--- config.mk ---
export PLATFORM = sky130hd
export DESIGN_NAME = fetch_queue_flat
export DESIGN_NICKNAME = d
export VERILOG_FILES = /design/src/rtl/fetch_queue_if.sv /design/src/rtl/fetch_queue.sv /design/src/flat_wrapper.sv
export SDC_FILE = /design/constraint.sdc
export NUM_CORES = 1
export LEC_CHECK = 0
export CORE_AREA = 2 2 145 147
export DETAILED_ROUTE_END_ITERATION = 8
export DIE_AREA = 0 0 147 149
export PLACE_DENSITY = 0.65
export SETUP_SLACK_MARGIN = 0.4
export SYNTH_ARGS = -nofsm -noshare
export SYNTH_HDL_FRONTEND = slang
export SYNTH_SLANG_ARGS = --single-unit
--- constraint.sdc ---
create_clock -name clk -period 2.3 [get_ports clk]
set_clock_uncertainty 0.15 [all_clocks]
set_input_delay 0.69 -clock clk [delete_from_list [all_inputs] [get_ports clk]]
set_output_delay 0.69 -clock clk [all_outputs]
set_load 0.01 [all_outputs]
--- src/rtl/fetch_queue_if.sv ---
// Bus between the prefetch queue, the instruction ROM and the IF_ID stage.
// slave: the queue itself; master: whatever drives ROM data and pipeline control.
interface fetch_queue_if #(
   parameter int unsigned DEPTH  = 4,
   parameter int unsigned ADDR_W = 8,
   parameter int unsigned DATA_W = 32
);
   localparam int unsigned CNT_W = $clog2(DEPTH) + 1;

   logic [ADDR_W-1:0] rom_address;
   logic [DATA_W-1:0] rom_instruction;
   logic              LE;
   logic              branch_taken;
   logic [ADDR_W-1:0] target_addr;
   logic              out_valid;
   logic [DATA_W-1:0] out_instruction;
   logic [ADDR_W-1:0] out_next_pc;
   logic              full;
   logic [CNT_W-1:0]  count;

   modport slave (
      input  rom_instruction, LE, branch_taken, target_addr,
      output rom_address, out_valid, out_instruction, out_next_pc, full, count
   );

   modport master (
      output rom_instruction, LE, branch_taken, target_addr,
      input  rom_address, out_valid, out_instruction, out_next_pc, full, count
   );
endinterface

--- src/rtl/fetch_queue.sv ---
// Instruction prefetch queue: owns the fetch PC, reads one ROM word per cycle and buffers
// {instruction, PC+4} entries for IF_ID. Flushes and redirects on a taken branch.
// Optional feature: define FETCH_QUEUE_BYPASS_EN for a zero-latency ROM-to-output path
// when the queue is empty.
module fetch_queue #(
   parameter int unsigned DEPTH  = 4,
   parameter int unsigned ADDR_W = 8,
   parameter int unsigned DATA_W = 32
) (
   input logic          clk,
   input logic          R,
   fetch_queue_if.slave bus
);
   localparam int unsigned PTR_W = $clog2(DEPTH);
   localparam int unsigned CNT_W = PTR_W + 1;

   typedef struct packed {
      logic [DATA_W-1:0] instr;
      logic [ADDR_W-1:0] next_pc;
   } entry_t;

   entry_t            mem_q [DEPTH];
   entry_t            head;
   logic [ADDR_W-1:0] fetch_pc_q, fetch_pc_d, fetch_pc_inc;
   logic [PTR_W-1:0]  rd_ptr_q, rd_ptr_d, wr_ptr_q, wr_ptr_d;
   logic [CNT_W-1:0]  count_q, count_d;
   logic              empty, pop, push, advance, bypass;

   assign fetch_pc_inc = fetch_pc_q + ADDR_W'(4);
   assign empty        = (count_q == '0);
   assign pop          = bus.LE & ~empty;

`ifdef FETCH_QUEUE_BYPASS_EN
   // Bypass is gated by R so outputs read zero while reset is held.
   assign bypass  = R & empty & ~bus.branch_taken;
   // A bypassed word consumed directly by IF_ID is not enqueued, but the PC still moves on.
   assign push    = ~bus.branch_taken & ((count_q < CNT_W'(DEPTH)) | pop) & ~(bypass & bus.LE);
   assign advance = push | (bypass & bus.LE);
`else
   assign bypass  = 1'b0;
   assign push    = ~bus.branch_taken & ((count_q < CNT_W'(DEPTH)) | pop);
   assign advance = push;
`endif

   // Next-state for PC, pointers and occupancy; a taken branch overrides everything.
   always_comb begin
      fetch_pc_d = fetch_pc_q;
      rd_ptr_d   = rd_ptr_q;
      wr_ptr_d   = wr_ptr_q;
      count_d    = count_q;
      if (bus.branch_taken) begin
         // Any head pop this cycle is subsumed by discarding every entry.
         fetch_pc_d = bus.target_addr;
         rd_ptr_d   = wr_ptr_q;
         count_d    = '0;
      end else begin
         if (push)    wr_ptr_d   = wr_ptr_q + PTR_W'(1);
         if (pop)     rd_ptr_d   = rd_ptr_q + PTR_W'(1);
         if (advance) fetch_pc_d = fetch_pc_inc;
         count_d = count_q + CNT_W'(push) - CNT_W'(pop);
      end
   end

   // Control state registers with asynchronous active-low reset.
   always_ff @(posedge clk or negedge R) begin
      if (!R) begin
         fetch_pc_q <= '0;
         rd_ptr_q   <= '0;
         wr_ptr_q   <= '0;
         count_q    <= '0;
      end else begin
         fetch_pc_q <= fetch_pc_d;
         rd_ptr_q   <= rd_ptr_d;
         wr_ptr_q   <= wr_ptr_d;
         count_q    <= count_d;
      end
   end

   // Buffer storage; contents are don't-care while unoccupied, so no reset.
   always_ff @(posedge clk) begin
      if (push) begin
         mem_q[wr_ptr_q] <= '{instr: bus.rom_instruction, next_pc: fetch_pc_inc};
      end
   end

   // Head presentation: NOP and zero PC whenever nothing valid is available.
   always_comb begin
      head                = mem_q[rd_ptr_q];
      bus.out_valid       = 1'b0;
      bus.out_instruction = '0;
      bus.out_next_pc     = '0;
      if (!empty) begin
         bus.out_valid       = 1'b1;
         bus.out_instruction = head.instr;
         bus.out_next_pc     = head.next_pc;
      end else if (bypass) begin
         bus.out_valid       = 1'b1;
         bus.out_instruction = bus.rom_instruction;
         bus.out_next_pc     = fetch_pc_inc;
      end
   end

   assign bus.rom_address = fetch_pc_q;
   assign bus.full        = (count_q == CNT_W'(DEPTH));
   assign bus.count       = count_q;
endmodule

--- src/flat_wrapper.sv ---
// flat-port wrapper written by rule: the top's interface ports become plain ports
module fetch_queue_flat 
#(
   parameter int unsigned DEPTH  = 4,
   parameter int unsigned ADDR_W = 8,
   parameter int unsigned DATA_W = 32
)
  (clk, R, bus_rom_instruction, bus_LE, bus_branch_taken, bus_target_addr, bus_rom_address, bus_out_valid, bus_out_instruction, bus_out_next_pc, bus_full, bus_count);
  fetch_queue_if #(.DEPTH(DEPTH), .ADDR_W(ADDR_W), .DATA_W(DATA_W)) bus_i ();
  input logic clk;
  input logic R;
  input wire logic [$bits(bus_i.rom_instruction)-1:0] bus_rom_instruction;
  input wire logic [$bits(bus_i.LE)-1:0] bus_LE;
  input wire logic [$bits(bus_i.branch_taken)-1:0] bus_branch_taken;
  input wire logic [$bits(bus_i.target_addr)-1:0] bus_target_addr;
  output wire logic [$bits(bus_i.rom_address)-1:0] bus_rom_address;
  output wire logic [$bits(bus_i.out_valid)-1:0] bus_out_valid;
  output wire logic [$bits(bus_i.out_instruction)-1:0] bus_out_instruction;
  output wire logic [$bits(bus_i.out_next_pc)-1:0] bus_out_next_pc;
  output wire logic [$bits(bus_i.full)-1:0] bus_full;
  output wire logic [$bits(bus_i.count)-1:0] bus_count;
  assign bus_i.rom_instruction = bus_rom_instruction;
  assign bus_i.LE = bus_LE;
  assign bus_i.branch_taken = bus_branch_taken;
  assign bus_i.target_addr = bus_target_addr;
  assign bus_rom_address = bus_i.rom_address;
  assign bus_out_valid = bus_i.out_valid;
  assign bus_out_instruction = bus_i.out_instruction;
  assign bus_out_next_pc = bus_i.out_next_pc;
  assign bus_full = bus_i.full;
  assign bus_count = bus_i.count;
  fetch_queue #(.DEPTH(DEPTH), .ADDR_W(ADDR_W), .DATA_W(DATA_W)) u_core (.clk(clk), .R(R), .bus(bus_i));
endmodule
After elaboration in Yosys (flattened, before gate mapping). Memory sizes are Yosys's and may differ from the RTL's. Index checks and enable logic that the tools add are counted.

Output and inout port bits: 53. Bits of input ports: 44. Bits in registers: 15. Logic and storage cells: 31. Memories kept: 1. RAM bits: 160.

Memory list: u_core.mem_q (words 4, width 40, read ports 1, clocked after Yosys merged registers in 0, write ports 1, RTL line fetch_queue.sv:22) `entry_t mem_q [DEPTH];`.

Eq/ne operators: 1. Muxes and demuxes: 10. $lt $le $gt $ge: 1. Add/subtract/negate cells: 5. Reductions and logical operators: 4. Bitwise operators: 5.

Operators with widths (number): $mux 32 (1); $mux 8 (3); $add 8x3->8 const B (1); $add 2x1->2 const B (2); $mux 2 (2); $reduce_bool 2->1 (2); $add 3x1->3 (1); $eq 3x3->1 const B (1); $logic_not 3->1 (1); $lt 3x3->1 const B (1); $mux 1 (3); $mux 3 (1); $sub 3x1->3 (1); $and 1x1->1 (2); $not 1->1 (2); $reduce_and 2->1 (1); $or 1x1->1 (1).

Longest topological paths before layout.
Depth in word-level cells: 8. Mapped depth: 9. Gate-level depth less buffers: 9.

Worst setup path after synthesis. OpenSTA, ideal clock, no wires.

Path kind: in2reg. From: input port bus_branch_taken. To: memory u_core.mem_q[0][0] (netlist bit), enable pin. Data arrival time: 2.239 ns. Setup time: 0.401 ns. Required time: 1.749 ns. Buffers on the path: 2. Path slack: -0.490 ns. Stages on the path: 4. Path through: clkbuf_1 > inv_1 > clkbuf_1 > and3_1.

Cells in the longest elaborated chain, start to end: 4.

RTL lines: from (decl) (RTL line flat_wrapper.sv:14) `input wire logic [$bits(bus_i.branch_taken)-1:0] bus_branch_taken;`; $not 1->1 (no source line); $and 1x1->1 (RTL line fetch_queue.sv:41) `assign push = ~bus.branch_taken & ((count_q < CNT_W'(DEPTH)) | pop);`; $mux 1 (RTL line fetch_queue.sv:81) `if (push) begin`; $mux 1 (implied by the code) (RTL line fetch_queue.sv:82) `mem_q[wr_ptr_q] <= '{instr: bus.rom_instruction, next_pc: fetch_pc_inc};`; to (decl) (RTL line fetch_queue.sv:22).

Every way passes these cells.

Worst setup path after layout.
From: register u_core.rd_ptr_q[0]. To: output port bus_out_instruction[3].

Cells in the longest elaborated chain, start to end: 2.

RTL lines: from (decl) (RTL line fetch_queue.sv:25) `logic [PTR_W-1:0] rd_ptr_q, rd_ptr_d, wr_ptr_q, wr_ptr_d;`; from (signal assigned) (RTL line fetch_queue.sv:73) `rd_ptr_q <= rd_ptr_d;`; $mem_v2 4x40; $mux 32 (RTL line fetch_queue.sv:92) `if (!empty) begin`; to (decl) (RTL line flat_wrapper.sv:18) `output wire logic [$bits(bus_i.out_instruction)-1:0] bus_out_instruction;`.

Every way passes these cells.

==> results.md <==
- Outcome: finished with violations
- Failing checks: negative setup slack
- Number of global-route vias before repair: 4029
- Crit Path Max Fanout: 6
- Diode count: 0
- Row cnt: 53
- PwrDens: 1290 nW/um^2
- Reg2reg setup slack: -100 ps
- Via-to-Cell Ratio: 4.66
- Synthesized area per cell: 19.8 sq um
- Post-DP HPWL: 8920 um
- Final Hold Vio Count: 0
- GPL Wtd Cong: 0.746
- Arr. time, crit path: 2040 ps
- Global Route Usage Sum: 14.0%
- Dpl ws: -364 ps
- WL final: 14700 um
- Critical Path End Type: primary output
- Synth Cell Area: 6960 sq um
- Routed wire per std cell: 18.2 um
- Achievable frequency: 347 MHz
- Fin area: 9750 sq um
- Starting density of the core: 33.9%
- Synth Area in Simple Gates: 6.06%
- RSZ-0062 raised after global routing: yes
- Clock tree buffer depth: 2
- Final Util: 47.4%
- Synth Area in Compound Gates: 1.17%
- Worst-path clk slew: 60 ps
- Via count: 3750
- Hold/Removal Path Class: reg2reg
- Number of flops mapped to enable cells by yosys: 160
- Clk_lat worst skew: 420 ps
- First-pass GRT wire length: 22500 um
- Post-synthesis async set-or-reset flop share: 8.57%
- Layout cells sized above 1: 44.0%
- PortBufs: 96
- VDD IR-drop max: 602 uV
- Pin count of the biggest net entering global routing: 21
- Initial antenna violation count: 0
- Leak: 3.52 nW
- Sum Neg Setup Slack: -20300 ps
- Num ports: 97
- Warnings from Yosys: 0
- Seq. cell area: 5190 sq um
- Sequential fraction of the synthesis area: 74.4%
- # DRC: 0
- Synth Area in XOR/XNOR: 1.26%
- Clk sinks: 175
- Maxcap violations: 0
- 1st-iter DRT viols: 225
- Die Wd: 147 um
- Largest family of logic cells by synthesized area: multiplexers
- CP Launch Type: register
- Net Count, Synth: 403
- Layout area overhead: 40.0%
- Detail Route Antenna Nets: 0
- CTS Buf Count: 17
- Placed Area: 8610 sq um
- CTS root buf: clkbuf_16
- Worst slew pin tran: 404 ps
- DIE AREA: 21900 sq um
- Final setup fails: 44
- Most common cell after layout, fill and taps aside: edfxtp_1
- Main synth FF type: edfxtp_1
- Synth cell types: 30
- Commonest non-fill, non-tap cells in the layout: edfxtp_1 (160), clkdlybuf4s50_1 (42), buf_6 (41)
- Multiplexer share of the synthesized area: 13.4%
- Crit path time final: 2880 ps
- Die Ht: 149 um
- Setup ws final: -579 ps
- Hold buffer count at CTS: 0
- Area of the core: 20600 sq um
- Synthesis-stage register bit count: 175
- Worst slew margin: 72.7%
- Post-synthesis adder-cell area fraction: 1.55%
- NumNets Final: 569
- Count of TritonRoute iterations in the first routing pass: 4
- # fillers: 1753
- Hold Slack: 413 ps
- Mapped Cells: 351
- Congestion Overflow GR: 0
- CP required: 1460 ps
- Area taken by multi-input logic gates: 1850 sq um
- H-tree Lvls: 4
- Period Utilization, post-route: 125%
- Crit Path Category: reg2out
- CTS tree: done
- Slew Limit Fails: 0
final cells by class:
| type | instances | area share [%] |
|---|---|---|
| tap | 275 | 3.53 |
| clock inverter | 14 | 1.18 |
| timing repair buffer | 167 | 18.2 |
| sequential | 175 | 53.3 |
| clock buffer | 18 | 4.40 |
| multi-input combinational | 146 | 19.0 |
| inverter | 10 | 0.385 |
through the flow:
step | power (mW) | cells
2_1_floorplan | 6.80 | 351
3_3_place_gp | 8.96 | 733
3_5_place_dp | 9.05 | 733
4_1_cts | 12.4 | 801
5_1_grt | 13.3 | 805
6_report | 12.6 | 805
per-layer routing:
metal  vias up  routed length, um  GRT usage (%)
met5         -                  0              0
met4         0                231           4.23
met2        98               7380           23.1
li1       1709                  -              -
met3        14                624           3.85
met1      1929               6420           18.3
cells in the mapped netlist, types with 2 or more instances:
cell,instances,area share [%]
nand3_1,6,0.43
dfrtp_1,15,5.4
o211ai_1,2,0.22
or4_1,3,0.32
o21ai_0,6,0.43
nor2_1,6,0.32
edfxtp_1,160,69
nand2_1,7,0.38
inv_1,10,0.54
ha_1,7,1.3
clkbuf_1,8,0.43
nor2b_1,41,3.7
mux2_2,2,0.32
buf_2,5,0.36
a31oi_1,2,0.18
o31ai_1,2,0.22
xnor2_1,5,0.63
and3_1,4,0.36
mux4_2,40,13
xor2_1,5,0.63
buf_4,6,0.65
state kept, by name, indices dropped and copies added (netlist names):
signal                  count
u_core.bus.count            3
u_core.wr_ptr_q             2
u_core.bus.rom_address      8
u_core.rd_ptr_q             2
u_core.mem_q              160
critical path, cell delays in order, from the launching register on:
cell and delay [ps]:
dfrtp_4 550, buf_6 150, buf_12 110, buf_16 130, mux4_2 410, nor2b_1 130, buf_2 140
timing repair:
item | 4_1_cts | 5_1_grt
resized for setup | 265 | 42
gates cloned | 4 | 0
pin swaps | 2 | 3
setup endpoints to repair | 217 | 62
setup buffers | 32 | 4
cell families after synthesis:
logic type	after synthesis
flip-flops	175
AND/OR/NAND/NOR	72
multiplexers	43
buffers and inverters	30
AO/OA/AOI/OAI	13
XOR/XNOR	10
adder cells (fa/ha/maj)	8
where the power goes:
part / leakage (nW) / switching, mW / internal, mW
sequential: 1.64 / 0.217 / 4.18
combinational: 1.61 / 2.37 / 3.21
clock: 0.264 / 1.16 / 1.49
total: 3.52 / 3.74 / 8.88
path summary, 6_finish.rpt:
check	from	endpoint	depth (start not counted)
worst max-delay path	u_core.rd_ptr_q[0]	bus_out_instruction[3]	6
worst min register to register	u_core.wr_ptr_q[1]	u_core.rd_ptr_q[1]	2
max in group asynchronous	R	u_core.rd_ptr_q[0]	2
worst max register to register	u_core.bus.count[0]	u_core.bus.count[1]	11
min in group asynchronous	R	u_core.bus.rom_address[0]	2
worst min-delay path	u_core.wr_ptr_q[1]	u_core.rd_ptr_q[1]	2
Power figures use the tool's default switching activity.
